## src/rtl/fifo_pkg.sv

```systemverilog
// rtl/fifo_pkg.sv - shared types and helpers for the async FIFO read-side blocks
package fifo_pkg;

    localparam int FIFO_DSIZE = 8;

    typedef logic [1:0] occ_t;

    // Counter width for a modulus of n; never narrower than one bit.
    function automatic int clog2_min1(input int n);
        return (n < 2) ? 1 : $clog2(n);
    endfunction

endpackage

```

## src/rtl/rd_skid_buf.sv

```systemverilog
// rtl/rd_skid_buf.sv - 2-entry FIFO-ordered skid buffer with simultaneous push/pop
module rd_skid_buf
    import fifo_pkg::*;
#(
    parameter int DSIZE = FIFO_DSIZE
) (
    input  logic             clk,
    input  logic             rst,
    input  logic             push,
    input  logic [DSIZE-1:0] push_data,
    input  logic             pop,
    output occ_t             occ,
    output logic [DSIZE-1:0] head_data
);

    logic [DSIZE-1:0] tail_data;

    // The head register only changes on pop or on a push into an empty
    // buffer, so the presented word stays stable until it is accepted.
    always_ff @(posedge clk) begin
        if (rst) begin
            occ       <= 2'd0;
            head_data <= '0;
            tail_data <= '0;
        end else begin
            case ({push, pop})
                2'b10: begin
                    if (occ == 2'd0) head_data <= push_data;
                    else             tail_data <= push_data;
                    occ <= occ + 2'd1;
                end
                2'b01: begin
                    head_data <= tail_data;
                    occ       <= occ - 2'd1;
                end
                2'b11: begin
                    if (occ == 2'd2) begin
                        head_data <= tail_data;
                        tail_data <= push_data;
                    end else begin
                        head_data <= push_data;
                    end
                end
                default: ;
            endcase
        end
    end

endmodule

```

## src/rtl/fifo_rd_stream.sv

```systemverilog
// rtl/fifo_rd_stream.sv - async FIFO read port to framed valid/ready stream
module fifo_rd_stream
    import fifo_pkg::*;
#(
    parameter int DSIZE   = FIFO_DSIZE,
    parameter int PKT_LEN = 16,
    parameter int CNTW    = 16
) (
    input  logic             rclk,
    input  logic             rrst,
    input  logic             en,
    input  logic             fifo_rempty,
    input  logic [DSIZE-1:0] fifo_rdata,
    output logic             fifo_rinc,
    output logic             m_valid,
    input  logic             m_ready,
    output logic [DSIZE-1:0] m_data,
    output logic             m_last,
    output logic [CNTW-1:0]  pkt_cnt,
    output logic             busy
);

    localparam int            BW        = clog2_min1(PKT_LEN);
    localparam logic [BW-1:0] LAST_BEAT = BW'(PKT_LEN - 1);

    occ_t          occ;
    logic          hs;
    logic [BW-1:0] beat_cnt;

    // Pop decision uses only registered occupancy, never m_ready.
    assign fifo_rinc = en & ~fifo_rempty & (occ != 2'd2) & ~rrst;
    assign m_valid   = (occ != 2'd0);
    assign hs        = m_valid & m_ready;
    assign m_last    = (beat_cnt == LAST_BEAT);
    assign busy      = (occ != 2'd0) | (en & ~fifo_rempty);

    rd_skid_buf #(
        .DSIZE(DSIZE)
    ) u_buf (
        .clk      (rclk),
        .rst      (rrst),
        .push     (fifo_rinc),
        .push_data(fifo_rdata),
        .pop      (hs),
        .occ      (occ),
        .head_data(m_data)
    );

    always_ff @(posedge rclk) begin
        if (rrst) begin
            beat_cnt <= '0;
            pkt_cnt  <= '0;
        end else if (hs) begin
            if (beat_cnt == LAST_BEAT) begin
                beat_cnt <= '0;
                pkt_cnt  <= pkt_cnt + CNTW'(1);
            end else begin
                beat_cnt <= beat_cnt + BW'(1);
            end
        end
    end

endmodule

```

## config.mk

```make
export PLATFORM = sky130hd
export DESIGN_NAME = fifo_rd_stream
export DESIGN_NICKNAME = d
export VERILOG_FILES = /design/src/rtl/fifo_pkg.sv /design/src/rtl/rd_skid_buf.sv /design/src/rtl/fifo_rd_stream.sv
export SDC_FILE = /design/constraint.sdc
export NUM_CORES = 1
export LEC_CHECK = 0
export BUFFER_PORTS_ARGS = -buffer_cell sky130_fd_sc_hd__buf_2
export CAP_MARGIN = 15
export CELL_PAD_IN_SITES_DETAIL_PLACEMENT = 0
export CELL_PAD_IN_SITES_GLOBAL_PLACEMENT = 1
export CORE_MARGIN = 10
export CORE_UTILIZATION = 42
export DETAILED_ROUTE_END_ITERATION = 7
export PLACE_DENSITY = 0.88
export SETUP_SLACK_MARGIN = 0.3
export SYNTH_ARGS = -nofsm -noshare
export SYNTH_HDL_FRONTEND = slang
export SYNTH_SLANG_ARGS = --single-unit
```

## constraint.sdc

```tcl
create_clock -name rclk -period 3.2 [get_ports rclk]
set_input_delay 0 -clock rclk [delete_from_list [all_inputs] [get_ports rclk]]
set_output_delay 0 -clock rclk [all_outputs]
set_load 0.02 [all_outputs]
```

== Word-level counts from Yosys, hierarchy flattened ==
Cells that the tools add are included.

* Flip-flop bits (word level): 38
* Input bits: 13

* Equality and inequality tests: 9
* Reductions and logical operators: 8
* Muxes and demuxes: 8
* Add/sub/neg operators: 4
* Bitwise logic cells: 7

{| class="wikitable"
|+ Operators with widths
! cell !! count
|-
| 2-to-1 mux 8 bit || 4
|-
| one-hot mux 8 bit (3 select lines) || 1
|-
| adder 16 x 1 -> 16 bit, second input constant || 1
|-
| one-hot mux 8 bit (2 select lines) || 1
|-
| == test 2 bit, second input constant || 3
|-
| nonzero test 2 bit || 3
|-
| adder 4 x 1 -> 4 bit, second input constant || 1
|-
| AND 1 bit || 4
|-
| == test 4 bit, second input constant || 1
|-
| 2-to-1 mux 4 bit || 1
|-
| != test 2 x 1 -> 1 bit, second input constant || 2
|-
| != test 2 bit, second input constant || 2
|-
| one-hot mux 2 bit (2 select lines) || 1
|-
| AND reduction 2 bit || 2
|-
| AND reduction 3 bit || 1
|-
| nonzero test 3 bit || 1
|-
| adder 2 x 1 -> 2 bit, second input constant || 1
|-
| == test 2 x 1 -> 1 bit, second input constant || 1
|-
| zero test 2 bit || 1
|-
| NOT 1 bit || 2
|-
| subtractor 2 x 1 -> 2 bit, second input constant || 1
|-
| OR 1 bit || 1
|}

== Longest topological paths before layout ==
* Depth in word-level cells: 7
* Depth in mapped cells: 11
* Depth with buffers taken out: 8

== Modules after synthesis ==
From an unflattened synthesis, not the netlist that was laid out.

* Cell total of the unflattened synthesis: 235
* Area total of the unflattened synthesis: 1993.2 µm²

{| class="wikitable"
|+ Modules (own cells, without submodules)
! module !! times used !! cells an instance !! area each (µm²) !! seq. area each (µm²)
|-
| rd_skid_buf || 1 || 116 || 1009.7 || 360.3
|-
| fifo_rd_stream || 1 || 119 || 983.4 || 400.4
|}

== Worst setup path after synthesis ==
No wires, ideal clock.

* Path kind: register -> register
* From: reg u_buf.occ[0]
* To: reg u_buf.head_data[5]
* Slack: 1.241 ns
* Library setup time: 0.132 ns
* Arrival: 1.828 ns
* Path buffers: 3
* Cell stages (with the launch flop): 11
* Path through: dfxtp_1 -> buf_4 -> o21ai_1 -> buf_2 -> inv_1 -> buf_2 -> ha_1 -> nor2b_1 -> o21a_1 -> a221oi_1 -> nor3_1

* Elaborated cells on any way between the ends: 15
* Classes of those cells: eq/ne: 6; mux: 2; bitwise: 3; reduce/logical: 4

{| class="wikitable"
|+ RTL lines
! element !! RTL line !! source
|-
| start: declaration || rd_skid_buf.sv:12 || <nowiki>output occ_t occ,</nowiki>
|-
| start signal: assignment || rd_skid_buf.sv:30 || <nowiki>occ <= occ + 2'd1;</nowiki>
|-
| start signal: assignment || rd_skid_buf.sv:34 || <nowiki>occ <= occ - 2'd1;</nowiki>
|-
| nonzero test 2 bit (*) || fifo_rd_stream.sv:32 || <nowiki>assign m_valid = (occ != 2'd0);</nowiki>
|-
| AND 1 bit (*) || fifo_rd_stream.sv:33 || <nowiki>assign hs = m_valid & m_ready;</nowiki>
|-
| via hs || fifo_rd_stream.sv:27 || <nowiki>logic hs;</nowiki>
|-
| == test 2 bit or == test 2 x 1 -> 1 bit (tied branches) || rd_skid_buf.sv:26 || <nowiki>case ({push, pop})</nowiki>
|-
| != test 2 x 1 -> 1 bit (no source line) or nonzero test 3 bit (tied branches) || - ||
|-
| AND reduction 2 bit (no source line) || - ||
|-
| end signal: assignment || rd_skid_buf.sv:28 || <nowiki>if (occ == 2'd0) head_data <= push_data;</nowiki>
|-
| end signal: assignment || rd_skid_buf.sv:33 || <nowiki>head_data <= tail_data;</nowiki>
|-
| end signal: assignment || rd_skid_buf.sv:38 || <nowiki>head_data <= tail_data;</nowiki>
|-
| end: declaration || rd_skid_buf.sv:13 || <nowiki>output logic [DSIZE-1:0] head_data</nowiki>
|}

The timed path passes the listed nets; every way through them passes the cells marked *.
A chain may end at the register's enable or synchronous reset.

== Worst setup path in the final report ==
* From: reg u_buf.occ[0]
* To: reg u_buf.head_data[4]

* Longest elaborated chain between the ends: 6
* Elaborated cells on any way between the ends: 15
* Classes of those cells: eq/ne: 6; mux: 2; bitwise: 3; reduce/logical: 4

{| class="wikitable"
|+ RTL lines
! element !! RTL line !! source
|-
| != test 2 bit || fifo_rd_stream.sv:31 || <nowiki>assign fifo_rinc = en & ~fifo_rempty & (occ != 2'd2) & ~rrst;</nowiki>
|-
| AND 1 bit (2 in series) || fifo_rd_stream.sv:31 ||
|-
| == test 2 bit or == test 2 x 1 -> 1 bit (tied branches) || rd_skid_buf.sv:26 ||
|-
| != test 2 x 1 -> 1 bit (no source line) or nonzero test 3 bit (tied branches) || - ||
|-
| AND reduction 2 bit (no source line) || - ||
|}

Parallel ways exist; a longest one is shown, timed or not.

==> out/results.txt <==
RSZ-0062 raised after global routing -> false
DR vias/cell -> 5.29
CTS tree -> built
Internal power -> 814 uW
Top post-synthesis cells by area -> dfxtp_1 44%, nor2_1 7.3%, mux2i_1 4.6%, a221oi_1 4.0%, ha_1 3.6%
Rows -> 23
PD cells -> 531 nW/um^2
Reg2Reg Depth -> 8
GRT overflow -> 0
Type of origin of the critical path -> flip-flop
Die ar. -> 7110 sq um
Critical hold path startpoint -> m_ready
Die Height -> 84.3 microns
Max FO, Critical Path -> 12
Via count -> 1,577
Cell with the most instances after synthesis -> dfxtp_1
Core Region -> 4000 sq um
Share of the synthesized area in the top cell type -> 43.8%
Initial antenna violation count -> 0
Place WS -> 1.08 ns
Worst-path clk slew -> 0.07 ns
Worst Clk Skew -> 0.00780 ns
Synth Flop Type -> dfxtp_1
Crit-path cells -> o21ai_1, buf_4, inv_1, ha_1, nand2_1, nand3_1, a221oi_1, nor3_1
Switching Share -> 29.1%
H-tree depth -> 2
Fmax -> 0.472 GHz
CTS buffer count -> 5
Register area share after synthesis -> 43.8%
Syn avg cell area -> 8.73 sq um
RR Endpoint -> u_buf.head_data[4]
Max_cap viols -> 0
Antenna diodes -> 0
Final period util -> 66.3%
Initial core utilization -> 43.4%
Pleak -> 0.897 nW
Cells after synthesis -> 199
Register Area -> 761 sq um
Setup ws final -> 1.08 ns
Antenna Nets Post-Route -> 0
Port Buffer Count -> 40
Area of the multi-input gates -> 905 sq um
Final setup fails -> 0
Worst Hold Path EP -> beat_cnt[1]
Final hold vios -> 0
Pins over their slew limit -> 0
RR Startpoint -> u_buf.occ[0]
Syn-to-layout area delta -> 24.4%
Max-slew headroom -> 70.5%
NetSw -> 334 uW
Crit Path Category -> flip-flop to flip-flop
Area leader, netlist -> dfxtp_1
Top cells by count, synth -> 38 x dfxtp_1, 34 x nor2_1, 10 x a21oi_1, 10 x nand2_1, 10 x nor3_1
Die W -> 84.3 microns
Worst-Skew Late Latency -> 0.29 ns
Setup tns final -> 0 ns
Min cycle time layout -> 2.12 ns
Clock power frac -> 34.9%
Crit-path slowest cell -> a221oi_1
Worst path arrival time -> 2.29 ns
Min-Delay Path Class -> input port to flip-flop
Hold depth -> 5
Largest net degree at the start of global routing -> 40
Drt drc -> 0
Status -> finished clean
Ports -> 41
Slowest Stage Delay on Critical Path -> 0.41 ns
Vias in the first global route -> 1,582
First-pass GRT wire length -> 7.15 mm
GP Congestion -> 0.794
Worst Path Required -> 3.36 ns
Slew @ Worst Pin -> 0.440 ns
Fill cells -> 383
First-pass detailed-route iteration total -> 4
Max VDD drop -> 341 uV
Clk root buf -> clkbuf_8
Flops & latches, synth -> 38
YS warnings -> 0
Flop pwr share -> 45.9%
Post-synth ARST share -> 0%
Final wirelength -> 4.13 mm
Post-Syn Area -> 1740 sq um
Gate power share -> 19.2%
R2R setup slack -> 1.08 ns
Share of cells above drive strength 1 -> 22.2%
Clock Sink Count -> 38
Yosys cell types -> 40
Hpwl dp -> 3.03 mm
WL per Instance -> 13.9 microns
Initial detailed-routing violation count -> 106
Nets -> 265
Overall track demand over capacity in global routing -> 11.7%
EDFF count, synth -> 0
CP Capture Type -> flip-flop
Synth Net Count -> 217
Max clock buf depth -> 2
-- cell usage in the layout (no fill, tap or decap), types with 2 or more instances in the layout --
cell type      netlist  routed
inv_1                7       7
nor2b_1              2       2
a221oi_1             8       8
mux2i_1              8       8
dlygate4sd3_1        0       8
nand3_1              5       5
clkinv_2             0       2
nor2_1              34      34
or3_1                5       5
nor4_1               3       3
xnor2_1              6       6
o21ai_0              6       6
nand4_1              5       5
dfxtp_1             38      38
xor2_1               5       5
buf_4                1       2
nand2_1             10      10
or2_1                2       2
nor3_1              10      10
clkbuf_8             0       5
a21oi_1             10      10
o21ai_1              3       3
ha_1                 5       5
buf_2                4      40
-- power groups by stage --
stage          clock, mW  sequential [mW]  combinational [mW]
4_1_cts            0.411            0.526               0.224
2_1_floorplan          0            0.555               0.135
3_5_place_dp           0            0.537               0.215
3_3_place_gp           0            0.536               0.215
5_1_grt            0.432            0.531               0.246
6_report           0.401            0.527               0.220
-- routing by layer --
| metal | vias to the layer above | part of all wire (%) | track usage [%] | routed length, microns |
|---|---|---|---|---|
| met4 | 0 | 0.24 | 2.74 | 10 |
| met1 | 726 | 44 | 12.7 | 1820 |
| met2 | 47 | 49 | 20.6 | 2030 |
| met5 | - | 0 | 0 | 0 |
| met3 | 3 | 6.6 | 4.64 | 272 |
| li1 | 801 | - | - | - |
-- sequential cells by signal, summed over array words and instances, names as in the netlist --
register / flops
pkt_cnt: 16
u_buf.head_data: 8
u_buf.tail_data: 8
beat_cnt: 4
u_buf.occ: 2
-- repair_timing --
item / 4_1_cts / 5_1_grt
hold endpoints to repair: 8 / 0
resized for setup: 0 / 0
setup endpoints to repair: 0 / 0
buffers inserted: 0 / 0
hold buffers: 8 / 0
-- worst max path at each step --
stage | slack (ns) | endpoint | start | depth (start not counted)
final | 1.08 | u_buf.head_data[4] | u_buf.occ[0] | 8
after CTS | 1.06 | u_buf.head_data[4] | u_buf.occ[0] | 8
after floorplan | 1.24 | u_buf.head_data[5] | u_buf.occ[0] | 10
after global placement | 1.14 | u_buf.head_data[7] | u_buf.occ[0] | 8
after detailed placement | 1.08 | u_buf.head_data[4] | u_buf.occ[0] | 8
after global routing | 0.89 | u_buf.head_data[1] | u_buf.occ[0] | 8
-- per-stage QoR --
step | cell area [sq um] | util [%] | instances | hold slack (ns) | total power, mW
5_1_grt | 2160 | 54.1 | 298 | 0.251 | 1.21
4_1_cts | 2160 | 54.1 | 298 | 0.210 | 1.16
6_report | 2160 | 54.1 | 298 | 0.216 | 1.15
3_3_place_gp | 1970 | 49.3 | 282 | 0.260 | 0.751
3_5_place_dp | 1970 | 49.3 | 282 | 0.264 | 0.752
2_1_floorplan | 1740 | - | 199 | 0.147 | 0.690
-- worst max-delay path: cells and delay by family (launching register included) --
kind,cells,cell delay (ns)
fa+ha+maj,1,0.27
flops,1,0.38
simple gates,3,0.43
buf+inv,2,0.37
compound gates,2,0.56
-- layout make-up --
class / instances / area share [%]
clock buffers: 5 / 3.18
clock inverters: 3 / 1.85
inverters: 8 / 1.39
multi-input cells: 144 / 41.8
flip-flops and latches: 38 / 35.2
well taps: 50 / 2.89
repair buffers: 50 / 13.7
-- logic make-up after synthesis --
kind of cell	after synthesis	share of synthesized area [%]
multiplexers	9	5.26
adder cells (fa/ha/maj)	5	3.60
buffers and inverters	17	4.18
AND/OR/NAND/NOR	84	24.3
flip-flops	38	43.8
AO/OA/AOI/OAI	35	13.3
XOR/XNOR	11	5.54
Note: power is estimated with default switching activity, not from simulation.
